`src/rtl/trie_stage_ctrl_if.sv`:
```
// ============================================================================
// trie_stage_ctrl_if : lookup bundle passed between trie levels
// Rev 1.0
// ============================================================================
`default_nettype none

interface trie_stage_ctrl_if #(
  parameter int IP_WIDTH = 32,
  parameter int BLK_W    = 4
);
  logic                valid;
  logic [IP_WIDTH-1:0] ip;
  logic [7:0]          nh;
  logic                nh_valid;
  logic [BLK_W-1:0]    blk;
  logic                done;

  modport master (output valid, ip, nh, nh_valid, blk, done);
  modport slave  (input  valid, ip, nh, nh_valid, blk, done);
endinterface

`default_nettype wire

```
`src/rtl/trie_stage_ctrl.sv`:
```
// ============================================================================
// trie_stage_ctrl : per-level lookup controller of the 4-bit trie pipeline
// Optional statistics counters enabled by `define STAGE_STATS_EN.  Rev 1.0
// ============================================================================
`default_nettype none

module trie_stage_ctrl #(
  parameter int IP_WIDTH   = 32,
  parameter int STAGE_IDX  = 0,
  parameter int BLK_W      = 4,
  parameter int NEXT_BLK_W = 6,
  parameter int LAST_STAGE = 0
) (
  input  logic                    clk,
  input  logic                    rst,
  trie_stage_ctrl_if.slave        lkp_in,
  output logic [BLK_W+3:0]        ram_addr,
  input  logic [NEXT_BLK_W+8:0]   ram_dout,
  trie_stage_ctrl_if.master       lkp_out
`ifdef STAGE_STATS_EN
  ,
  input  logic                    stat_clr,
  output logic [31:0]             stat_lookups,
  output logic [31:0]             stat_hits
`endif
);

  localparam int DATA_WIDTH = 9 + NEXT_BLK_W;
  localparam int NIB_MSB    = IP_WIDTH - 1 - 4 * STAGE_IDX;

  // Address is driven every cycle; the RAM read of an idle slot is harmless.
  assign ram_addr = {lkp_in.blk, lkp_in.ip[NIB_MSB -: 4]};

  logic                  ram_exist;
  logic [7:0]            ram_nh;
  logic [NEXT_BLK_W-1:0] ram_child;

  assign ram_exist = ram_dout[DATA_WIDTH-1];
  assign ram_nh    = ram_dout[DATA_WIDTH-2 -: 8];
  assign ram_child = ram_dout[NEXT_BLK_W-1:0];

  logic                  s1_valid_q, s1_valid_d;
  logic [IP_WIDTH-1:0]   s1_ip_q, s1_ip_d;
  logic [7:0]            s1_nh_q, s1_nh_d;
  logic                  s1_nh_valid_q, s1_nh_valid_d;
  logic                  s1_done_q, s1_done_d;

  logic                  out_valid_q, out_valid_d;
  logic [IP_WIDTH-1:0]   out_ip_q, out_ip_d;
  logic [7:0]            out_nh_q, out_nh_d;
  logic                  out_nh_valid_q, out_nh_valid_d;
  logic                  out_done_q, out_done_d;
  logic [NEXT_BLK_W-1:0] out_blk_q, out_blk_d;

  always_comb begin
    s1_valid_d    = lkp_in.valid;
    s1_ip_d       = lkp_in.ip;
    s1_nh_d       = lkp_in.nh;
    s1_nh_valid_d = lkp_in.nh_valid;
    s1_done_d     = lkp_in.done;
  end

  always_comb begin
    out_valid_d    = s1_valid_q;
    out_ip_d       = out_ip_q;
    out_nh_d       = out_nh_q;
    out_nh_valid_d = out_nh_valid_q;
    out_done_d     = out_done_q;
    out_blk_d      = out_blk_q;
    if (s1_valid_q) begin
      out_ip_d       = s1_ip_q;
      out_nh_d       = s1_nh_q;
      out_nh_valid_d = s1_nh_valid_q;
      out_done_d     = 1'b1;
      out_blk_d      = '0;
      if (!s1_done_q) begin
        if (ram_exist) begin
          out_nh_d       = ram_nh;
          out_nh_valid_d = 1'b1;
        end
        // Child 0 is the null block; a leaf level never descends further.
        if ((ram_child != '0) && (LAST_STAGE == 0)) begin
          out_done_d = 1'b0;
          out_blk_d  = ram_child;
        end
      end
    end
  end

  always_ff @(posedge clk or posedge rst) begin
    if (rst) begin
      s1_valid_q     <= 1'b0;
      s1_ip_q        <= '0;
      s1_nh_q        <= '0;
      s1_nh_valid_q  <= 1'b0;
      s1_done_q      <= 1'b0;
      out_valid_q    <= 1'b0;
      out_ip_q       <= '0;
      out_nh_q       <= '0;
      out_nh_valid_q <= 1'b0;
      out_done_q     <= 1'b0;
      out_blk_q      <= '0;
    end else begin
      s1_valid_q     <= s1_valid_d;
      s1_ip_q        <= s1_ip_d;
      s1_nh_q        <= s1_nh_d;
      s1_nh_valid_q  <= s1_nh_valid_d;
      s1_done_q      <= s1_done_d;
      out_valid_q    <= out_valid_d;
      out_ip_q       <= out_ip_d;
      out_nh_q       <= out_nh_d;
      out_nh_valid_q <= out_nh_valid_d;
      out_done_q     <= out_done_d;
      out_blk_q      <= out_blk_d;
    end
  end

  assign lkp_out.valid    = out_valid_q;
  assign lkp_out.ip       = out_ip_q;
  assign lkp_out.nh       = out_nh_q;
  assign lkp_out.nh_valid = out_nh_valid_q;
  assign lkp_out.done     = out_done_q;
  assign lkp_out.blk      = out_blk_q;

`ifdef STAGE_STATS_EN
  logic [31:0] stat_lookups_q, stat_lookups_d;
  logic [31:0] stat_hits_q, stat_hits_d;
  logic        stat_count;

  assign stat_count = s1_valid_q && !s1_done_q;

  // Clear takes priority; both counters stick at all-ones.
  always_comb begin
    stat_lookups_d = stat_lookups_q;
    stat_hits_d    = stat_hits_q;
    if (stat_clr) begin
      stat_lookups_d = '0;
      stat_hits_d    = '0;
    end else if (stat_count) begin
      if (stat_lookups_q != 32'hFFFF_FFFF) stat_lookups_d = stat_lookups_q + 32'd1;
      if (ram_exist && (stat_hits_q != 32'hFFFF_FFFF)) stat_hits_d = stat_hits_q + 32'd1;
    end
  end

  always_ff @(posedge clk or posedge rst) begin
    if (rst) begin
      stat_lookups_q <= '0;
      stat_hits_q    <= '0;
    end else begin
      stat_lookups_q <= stat_lookups_d;
      stat_hits_q    <= stat_hits_d;
    end
  end

  assign stat_lookups = stat_lookups_q;
  assign stat_hits    = stat_hits_q;
`else
`endif

endmodule

`default_nettype wire

```
`src/flat_wrapper.sv`:
```
// flat-port wrapper written by rule: the top's interface ports become plain ports
module trie_stage_ctrl_flat 
#(
  parameter int IP_WIDTH   = 32,
  parameter int STAGE_IDX  = 0,
  parameter int BLK_W      = 4,
  parameter int NEXT_BLK_W = 6,
  parameter int LAST_STAGE = 0
)
  (clk, rst, ram_addr, ram_dout, lkp_in_valid, lkp_in_ip, lkp_in_nh, lkp_in_nh_valid, lkp_in_blk, lkp_in_done, lkp_out_valid, lkp_out_ip, lkp_out_nh, lkp_out_nh_valid, lkp_out_blk, lkp_out_done);
  trie_stage_ctrl_if #(.IP_WIDTH(IP_WIDTH), .BLK_W(BLK_W)) lkp_in_i ();
  trie_stage_ctrl_if #(.IP_WIDTH(IP_WIDTH), .BLK_W(BLK_W)) lkp_out_i ();
  input  logic clk;
  input  logic rst;
  output logic [BLK_W+3:0] ram_addr;
  input  logic [NEXT_BLK_W+8:0] ram_dout;
  input wire logic [$bits(lkp_in_i.valid)-1:0] lkp_in_valid;
  input wire logic [$bits(lkp_in_i.ip)-1:0] lkp_in_ip;
  input wire logic [$bits(lkp_in_i.nh)-1:0] lkp_in_nh;
  input wire logic [$bits(lkp_in_i.nh_valid)-1:0] lkp_in_nh_valid;
  input wire logic [$bits(lkp_in_i.blk)-1:0] lkp_in_blk;
  input wire logic [$bits(lkp_in_i.done)-1:0] lkp_in_done;
  output wire logic [$bits(lkp_out_i.valid)-1:0] lkp_out_valid;
  output wire logic [$bits(lkp_out_i.ip)-1:0] lkp_out_ip;
  output wire logic [$bits(lkp_out_i.nh)-1:0] lkp_out_nh;
  output wire logic [$bits(lkp_out_i.nh_valid)-1:0] lkp_out_nh_valid;
  output wire logic [$bits(lkp_out_i.blk)-1:0] lkp_out_blk;
  output wire logic [$bits(lkp_out_i.done)-1:0] lkp_out_done;
  assign lkp_in_i.valid = lkp_in_valid;
  assign lkp_in_i.ip = lkp_in_ip;
  assign lkp_in_i.nh = lkp_in_nh;
  assign lkp_in_i.nh_valid = lkp_in_nh_valid;
  assign lkp_in_i.blk = lkp_in_blk;
  assign lkp_in_i.done = lkp_in_done;
  assign lkp_out_valid = lkp_out_i.valid;
  assign lkp_out_ip = lkp_out_i.ip;
  assign lkp_out_nh = lkp_out_i.nh;
  assign lkp_out_nh_valid = lkp_out_i.nh_valid;
  assign lkp_out_blk = lkp_out_i.blk;
  assign lkp_out_done = lkp_out_i.done;
  trie_stage_ctrl #(.IP_WIDTH(IP_WIDTH), .STAGE_IDX(STAGE_IDX), .BLK_W(BLK_W), .NEXT_BLK_W(NEXT_BLK_W), .LAST_STAGE(LAST_STAGE)) u_core (.clk(clk), .rst(rst), .lkp_in(lkp_in_i), .ram_addr(ram_addr), .ram_dout(ram_dout), .lkp_out(lkp_out_i));
endmodule
```
`config.mk`:
```
export PLATFORM = sky130hd
export DESIGN_NAME = trie_stage_ctrl_flat
export DESIGN_NICKNAME = d
export VERILOG_FILES = /design/src/rtl/trie_stage_ctrl_if.sv /design/src/rtl/trie_stage_ctrl.sv /design/src/flat_wrapper.sv
export SDC_FILE = /design/constraint.sdc
export NUM_CORES = 1
export LEC_CHECK = 0
export CAP_MARGIN = 10
export CORE_ASPECT_RATIO = 0.6
export CORE_UTILIZATION = 35
export CTS_CLUSTER_DIAMETER = 40
export DETAILED_ROUTE_END_ITERATION = 12
export GPL_ROUTABILITY_DRIVEN = 0
export PLACE_DENSITY = 0.66
export SLEW_MARGIN = 5
export SYNTH_ARGS = -nofsm -noshare
export SYNTH_HDL_FRONTEND = slang
export SYNTH_SLANG_ARGS = --single-unit
```
`constraint.sdc`:
```
create_clock -name clk -period 6.2 [get_ports clk]
set_input_delay 1.86 -clock clk [delete_from_list [all_inputs] [get_ports clk]]
set_output_delay 1.86 -clock clk [all_outputs]
set_load 0.05 [all_outputs]
```
==> impl_results.md, run 1 <==
* Tcrit/Tclk final at 0.8081
* Leak at around 1.9 nW
* Num CTS Buffers at 9
* Min Tclk post-route at roughly 5000 ps
* Simple-Gate Fraction of Synth Area at 0.06199
* Final #Nets at approximately 360
* Setup-failing EPs final at 0
* Ant. Diodes at 0
* CP required at 4340 ps
* Setup bufs post-CTS at 0
* Commonest non-fill, non-tap cells in the layout: clkdlybuf4s50_1, dfrtp_1, mux2_2
* Detailed router's first-iteration violation count at 45
* Die Span Y at between 70 and 80 um
* Maximum vdd drop at ~190 uV
* Vias per cell at ~4.5
* Clock power frac at 0.373
* Adder-Cell Fraction of Synth Area at 0
* Root Buffer: clkbuf_16
* Crit path max fanout at 2
* Initial antenna violation count at 0
* Fin. max-slew vios at 0
* Later-pin clock latency in the skew report at between 300 and 400 ps
* Crit path DAT at about 3200 ps
* Netlist cell types at 16
* Synth warn at 0
* Pre-Repair DR Iteration Count at 4
* Vias after detailed routing at between 1500 and 2000
* Post-Syn Instances at 188
* Min-Delay Path Class: reg -> reg
* Crit-path most repeated cell: clkdlybuf4s50_1
* Seq/Total Area, Yosys at 0.7389
* Final Hold Viols at 0
* Synthesis-to-finish area growth at 47.45%
* CP max stage delay at a little over 800 ps
* Hold Crit Start: u_core.s1_ip_q[20]
* Routed length per placed instance at 14.85 um
* CP Cell Sequence: clkdlybuf4s50_1, clkdlybuf4s50_1
* Dpl hpwl at between 4000 and 5000 um
* Sw power at around 0.4 mW
* Io pins at ~120
* Max H-tree Level at 3
* Mux contribution to synthesized area at 0.1215
* Port-buffer cells at 110
* Core ar. at ~0.0082 mm2
* Worst path slowest cell: clkdlybuf4s50_1
* CP Class: in -> out
* #FFs+latches synth at 90
* Layout cells sized above 1 at 0.1684
* Crit. End Element: primary output
* Clock sinks at 90
* Initial Util at 0.3733
* CTS tree: done
* Fillcell total at roughly 700
* Outcome: finished, final reports clean
* Maximum clock insertion buffer count at 2
* Synth Area in Compound Gates at 0.03941
* Clk_skew at between 7 and 8 ps
* Sequential group share of total power at 0.442
* Critical path startpoint: lkp_in_ip[28]
* Synth Area per Inst at around 16 um2
* Number of global-route vias before repair at 1899
* Slew of the pin with the lowest slew margin at approximately 840 ps
* Post-CTS Hold Fix Bufs at 0
* Synthesized area at between 0.003 and 0.004 mm2
* Reg2reg start: u_core.out_valid_d
* Largest family of logic cells by synthesized area: multiplexers
* Slew HR at 0.4396
* Int Pwr at 1.095 mW
* Setup_tns at 0 ps
* Startpoint class of the critical path: input port
* Clk slew on worst S/H paths at 60 ps
* Maxcap violations at 0
* RSZ-0062 raised after global routing: no
* Die area at 0.009098 mm2
* ANT nets after route at 0
* Syn Nets at 252
* First-pass GRT wire length at between 9000 and 10000 um
* Synth Area in XOR/XNOR at 0
* WHS Path Cells at 1
* Largest net degree at the start of global routing at 51
* Pwr Density at 330.3 mW/mm2
* DRC at 0
* Grt ovf at 0
* Switching part of the total at 0.2623
* Die width at around 120 um
* Combinational share of power at 0.186
* R2R cell count at 2
* Final hold slack at around 470 ps
* Fmax at 0.1996 GHz
* PostCTS Resize Cnt at 0
* Crit-path leading delay family: buffers and inverters
* CP Buf/Inv Count at 2
* Row count at 25
* Crit. path cell count at 2
* Total routed wirelength at around 6000 um
* GRT Overall Usage at 0.1483
* Most common cell after layout, fill and taps aside: clkdlybuf4s50_1
-- state kept, by name, summed over array words and instances, names as in the netlist --
signal,cells
u_core.lkp_out.done,1
u_core.lkp_out.ip,32
u_core.lkp_out.nh,8
u_core.lkp_out.nh_valid,1
u_core.lkp_out.valid,1
u_core.out_blk_q,4
u_core.out_valid_d,1
u_core.s1_done_q,1
u_core.s1_ip_q,32
u_core.s1_nh_q,8
u_core.s1_nh_valid_q,1
-- power by group through the flow --
stage,Clock (mW),Sequential [mW],Combinational [mW]
after CTS,0.574,0.656,0.279
after global placement,0,0.664,0.276
after floorplan,0,0.769,0.0656
after detailed placement,0,0.666,0.279
after global routing,0.597,0.661,0.290
final,0.553,0.656,0.275
-- metal layers --
layer  track usage  share of wire
met1        0.1920           0.48
met5             0              0
met2        0.2035           0.42
met3       0.08436          0.090
met4       0.06098          0.010
-- final cells by class --
cell class | instances | area, um2 | share of cell area
clock buffer | 12 | 236.5 | 0.05262
clock inverter | 3 | 65.06 | 0.01448
inverter | 2 | 8.758 | 0.001949
multi-input combinational | 78 | 679.4 | 0.1512
sequential | 90 | 2253 | 0.5014
tap | 108 | 135.1 | 0.03007
timing repair buffer | 112 | 1116 | 0.2483
-- synthesized netlist by cell type --
master     count  area (um2)
dfrtp_1       90        2252
mux2_2        32       360.4
nand2_1       12       45.04
buf_2          9       45.04
nand2b_1       9       56.30
buf_4          8       60.06
nand4b_1       8       70.07
o211ai_1       8       60.06
o2bb2ai_1      4       35.03
inv_1          2       7.510
clkbuf_1       1       3.750
mux2i_1        1       10.01
nor2b_1        1       6.260
o22a_1         1       8.760
o41ai_2        1       16.27
or4_4          1       11.26
-- metrics by stage --
step / cell area (um2) / util / cells / power (mW) / setup slack, ps
2_1_floorplan: 3048 / - / 188 / 0.8342 / 2005
3_3_place_gp: 4193 / 0.5136 / 390 / 0.9406 / 1205
3_5_place_dp: 4193 / 0.5136 / 390 / 0.9442 / 1184
4_1_cts: 4494 / 0.5505 / 405 / 1.509 / 1179
5_1_grt: 4494 / 0.5505 / 405 / 1.549 / 1167
6_report: 4494 / 0.5505 / 405 / 1.484 / 1190
-- cell families after synthesis --
family / Yosys count
flops: 90
mux: 33
buf+inv: 20
compound gates: 14
simple gates: 31
-- worst paths after layout --
| path | endpoint | slack (ps) |
|---|---|---|
| max reg2reg | u_core.lkp_out.ip[26] | 4510 |
| min | u_core.lkp_out.ip[20] | 470 |
| max in group asynchronous | u_core.s1_ip_q[28] | 3190 |
| max | ram_addr[0] | 1190 |
| min in group asynchronous | u_core.lkp_out.ip[23] | 2000 |
| min reg2reg | u_core.lkp_out.ip[20] | 470 |
No activity file was read; power rests on OpenSTA's default activity.
==> run 2: changes to the inputs <==
Clock period 6.2 ns to 4.7 ns, I/O delays scaled along.
==> impl_results.md, run 2 (same netlist as run 1, synthesis figures left out) <==
* Outcome: finished, final reports clean
* WHS Path Cells at 1
* Fillcell total at 683
* Initial antenna violation count at 0
* Grt ovf at 0
* Routed length per placed instance at 14.68 um
* Die Span Y at ~74 um
* Hold Crit Start: u_core.s1_ip_q[20]
* Slew HR at 0.5429
* Root Buffer: clkbuf_16
* Clock sinks at 90
* Core ar. at ~0.008 mm2
* Vias per cell at 4.527
* CP Buf/Inv Count at 2
* Crit Reg-Reg Endpoint: u_core.lkp_out.ip[26]
* Setup-failing EPs final at 0
* CP required at roughly 3300 ps
* Fmax at approximately 0.24 GHz
* Crit path max fanout at 2
* Total routed wirelength at between 5000 and 6000 um
* R2R cell count at 2
* Crit-path leading delay family: buffers and inverters
* Crit. End Element: primary output
* Num CTS Buffers at 9
* Final hold slack at 472.1 ps
* Final Power at roughly 1.9 mW
* Final non-filler cell total at 406
* Port-buffer cells at 110
* Combinational share of power at 0.187
* Startpoint class of the critical path: input port
* Setup_tns at 0 ps
* Maximum vdd drop at approximately 260 uV
* Tcrit/Tclk final at 0.8730
* Later-pin clock latency in the skew report at about 330 ps
* Crit-path most repeated cell: clkdlybuf4s50_1
* RSZ-0062 raised after global routing: no
* Post-CTS Hold Fix Bufs at 0
* Clock power frac at 0.369
* First-pass GRT wire length at 9556 um
* CP Cell Sequence: clkdlybuf4s50_1, clkdlybuf4s50_1
* Int Pwr at roughly 1.4 mW
* ANT nets after route at 0
* Final Hold Viols at 0
* Sequential group share of total power at 0.444
* FF/Latch Area at about 0.0023 mm2
* Sw power at just over 0.5 mW
* Die area at between 0.009 and 0.01 mm2
* Worst path slowest cell: clkdlybuf4s50_1
* Fin. max-slew vios at 0
* Largest net degree at the start of global routing at 45
* Dpl hpwl at between 4000 and 5000 um
* Crit path DAT at about 2700 ps
* CP max stage delay at about 800 ps
* Pre-Repair DR Iteration Count at 4
* Final #Nets at 358
* Placed insts at roughly 390
* Synthesis-to-finish area growth at 47.82%
* Min-Delay Path Class: reg -> reg
* Flop2flop setup slack at roughly 3000 ps
* Number of global-route vias before repair at 1933
* Clk_skew at between 3 and 4 ps
* Maxcap violations at 0
* Worst Hold Path EP: u_core.lkp_out.ip[20]
* Switching part of the total at 0.2639
* Setup bufs post-CTS at 0
* Pwr Density at roughly 430 mW/mm2
* Commonest non-fill, non-tap cells in the layout: clkdlybuf4s50_1, dfrtp_1, mux2_2
* DRC at 0
* GRT Overall Usage at 0.1455
* Io pins at roughly 120
* Maximum clock insertion buffer count at 2
* Multi-input logic area at between 600 and 700 um2
* Layout cells sized above 1 at 0.1779
* Min Tclk post-route at between 4000 and 5000 ps
* Ant. Diodes at 0
* CTS tree: done
* Most common cell after layout, fill and taps aside: clkdlybuf4s50_1
* Leak at roughly 1.9 nW
* Detailed router's first-iteration violation count at between 70 and 80
* CP Class: in -> out
* Row count at 25
* Clk slew on worst S/H paths at ~60 ps
* PostCTS Resize Cnt at 0
* Max H-tree Level at 3
* Vias after detailed routing at 1838
* Initial Util at 0.3733
* Reg2reg start: u_core.out_valid_d
* Die width at roughly 120 um
* Slew of the pin with the lowest slew margin at ~690 ps
## run 2: cell types whose count changed in the layout (fill, tap and decap cells not counted)
cell       previous run  this run
buf_4                 2         3
clkbuf_1              3         1
clkbuf_8              0         3
bufinv_16             2         1
## run 2: worst max path at each step
stage / cells after the start / slack, ps / to / startpoint
3_3_place_gp: 2 / 600 / ram_addr[2] / lkp_in_ip[30]
4_1_cts: 2 / 590 / ram_addr[3] / lkp_in_ip[31]
2_1_floorplan: 1 / 950 / u_core.lkp_out.done / rst
6_report: 2 / 600 / ram_addr[3] / lkp_in_ip[31]
5_1_grt: 2 / 550 / ram_addr[3] / lkp_in_ip[31]
3_5_place_dp: 2 / 600 / ram_addr[3] / lkp_in_ip[31]
## run 2: metal layers
metal,global-route usage,part of all wire
met1,0.1829,0.46
met2,0.2041,0.42
met3,0.08972,0.11
met4,0.05285,0.014
met5,0,0
## run 2: per-stage QoR
step / utilization / setup slack (ps) / area (um2)
2_1_floorplan: - / 954.7 / 3048
3_3_place_gp: 0.5145 / 604.3 / 4200
3_5_place_dp: 0.5145 / 595.9 / 4200
4_1_cts: 0.5519 / 592.4 / 4506
5_1_grt: 0.5519 / 554.2 / 4506
6_report: 0.5519 / 596.7 / 4506
## run 2: final cells by class
cell class | count | share of cell area
flip-flops and latches | 90 | 0.5001
repair buffers | 113 | 0.2494
inverters | 2 | 0.001944
clock inverters | 2 | 0.007776
multi-input cells | 78 | 0.1508
well taps | 108 | 0.02999
clock buffers | 13 | 0.05998
## run 2: worst reg2reg max path: stages, from the launching register on
cell and delay [ps]:
dfrtp_2 640, buf_4 500, mux2_2 420
## run 2: power groups by stage
stage | logic [mW] | registers, mW | clock network [mW]
after floorplan | 0.0866 | 1.01 | 0
after global placement | 0.365 | 0.876 | 0
after detailed placement | 0.368 | 0.878 | 0
after CTS | 0.369 | 0.865 | 0.745
after global routing | 0.384 | 0.872 | 0.781
final | 0.365 | 0.864 | 0.719
==> run 3: changes to the inputs <==
Settings changed: HOLD_SLACK_MARGIN set to 0.1.
==> results of run 3 <==
Final layout, timing and power as in run 2 (identical DEF).
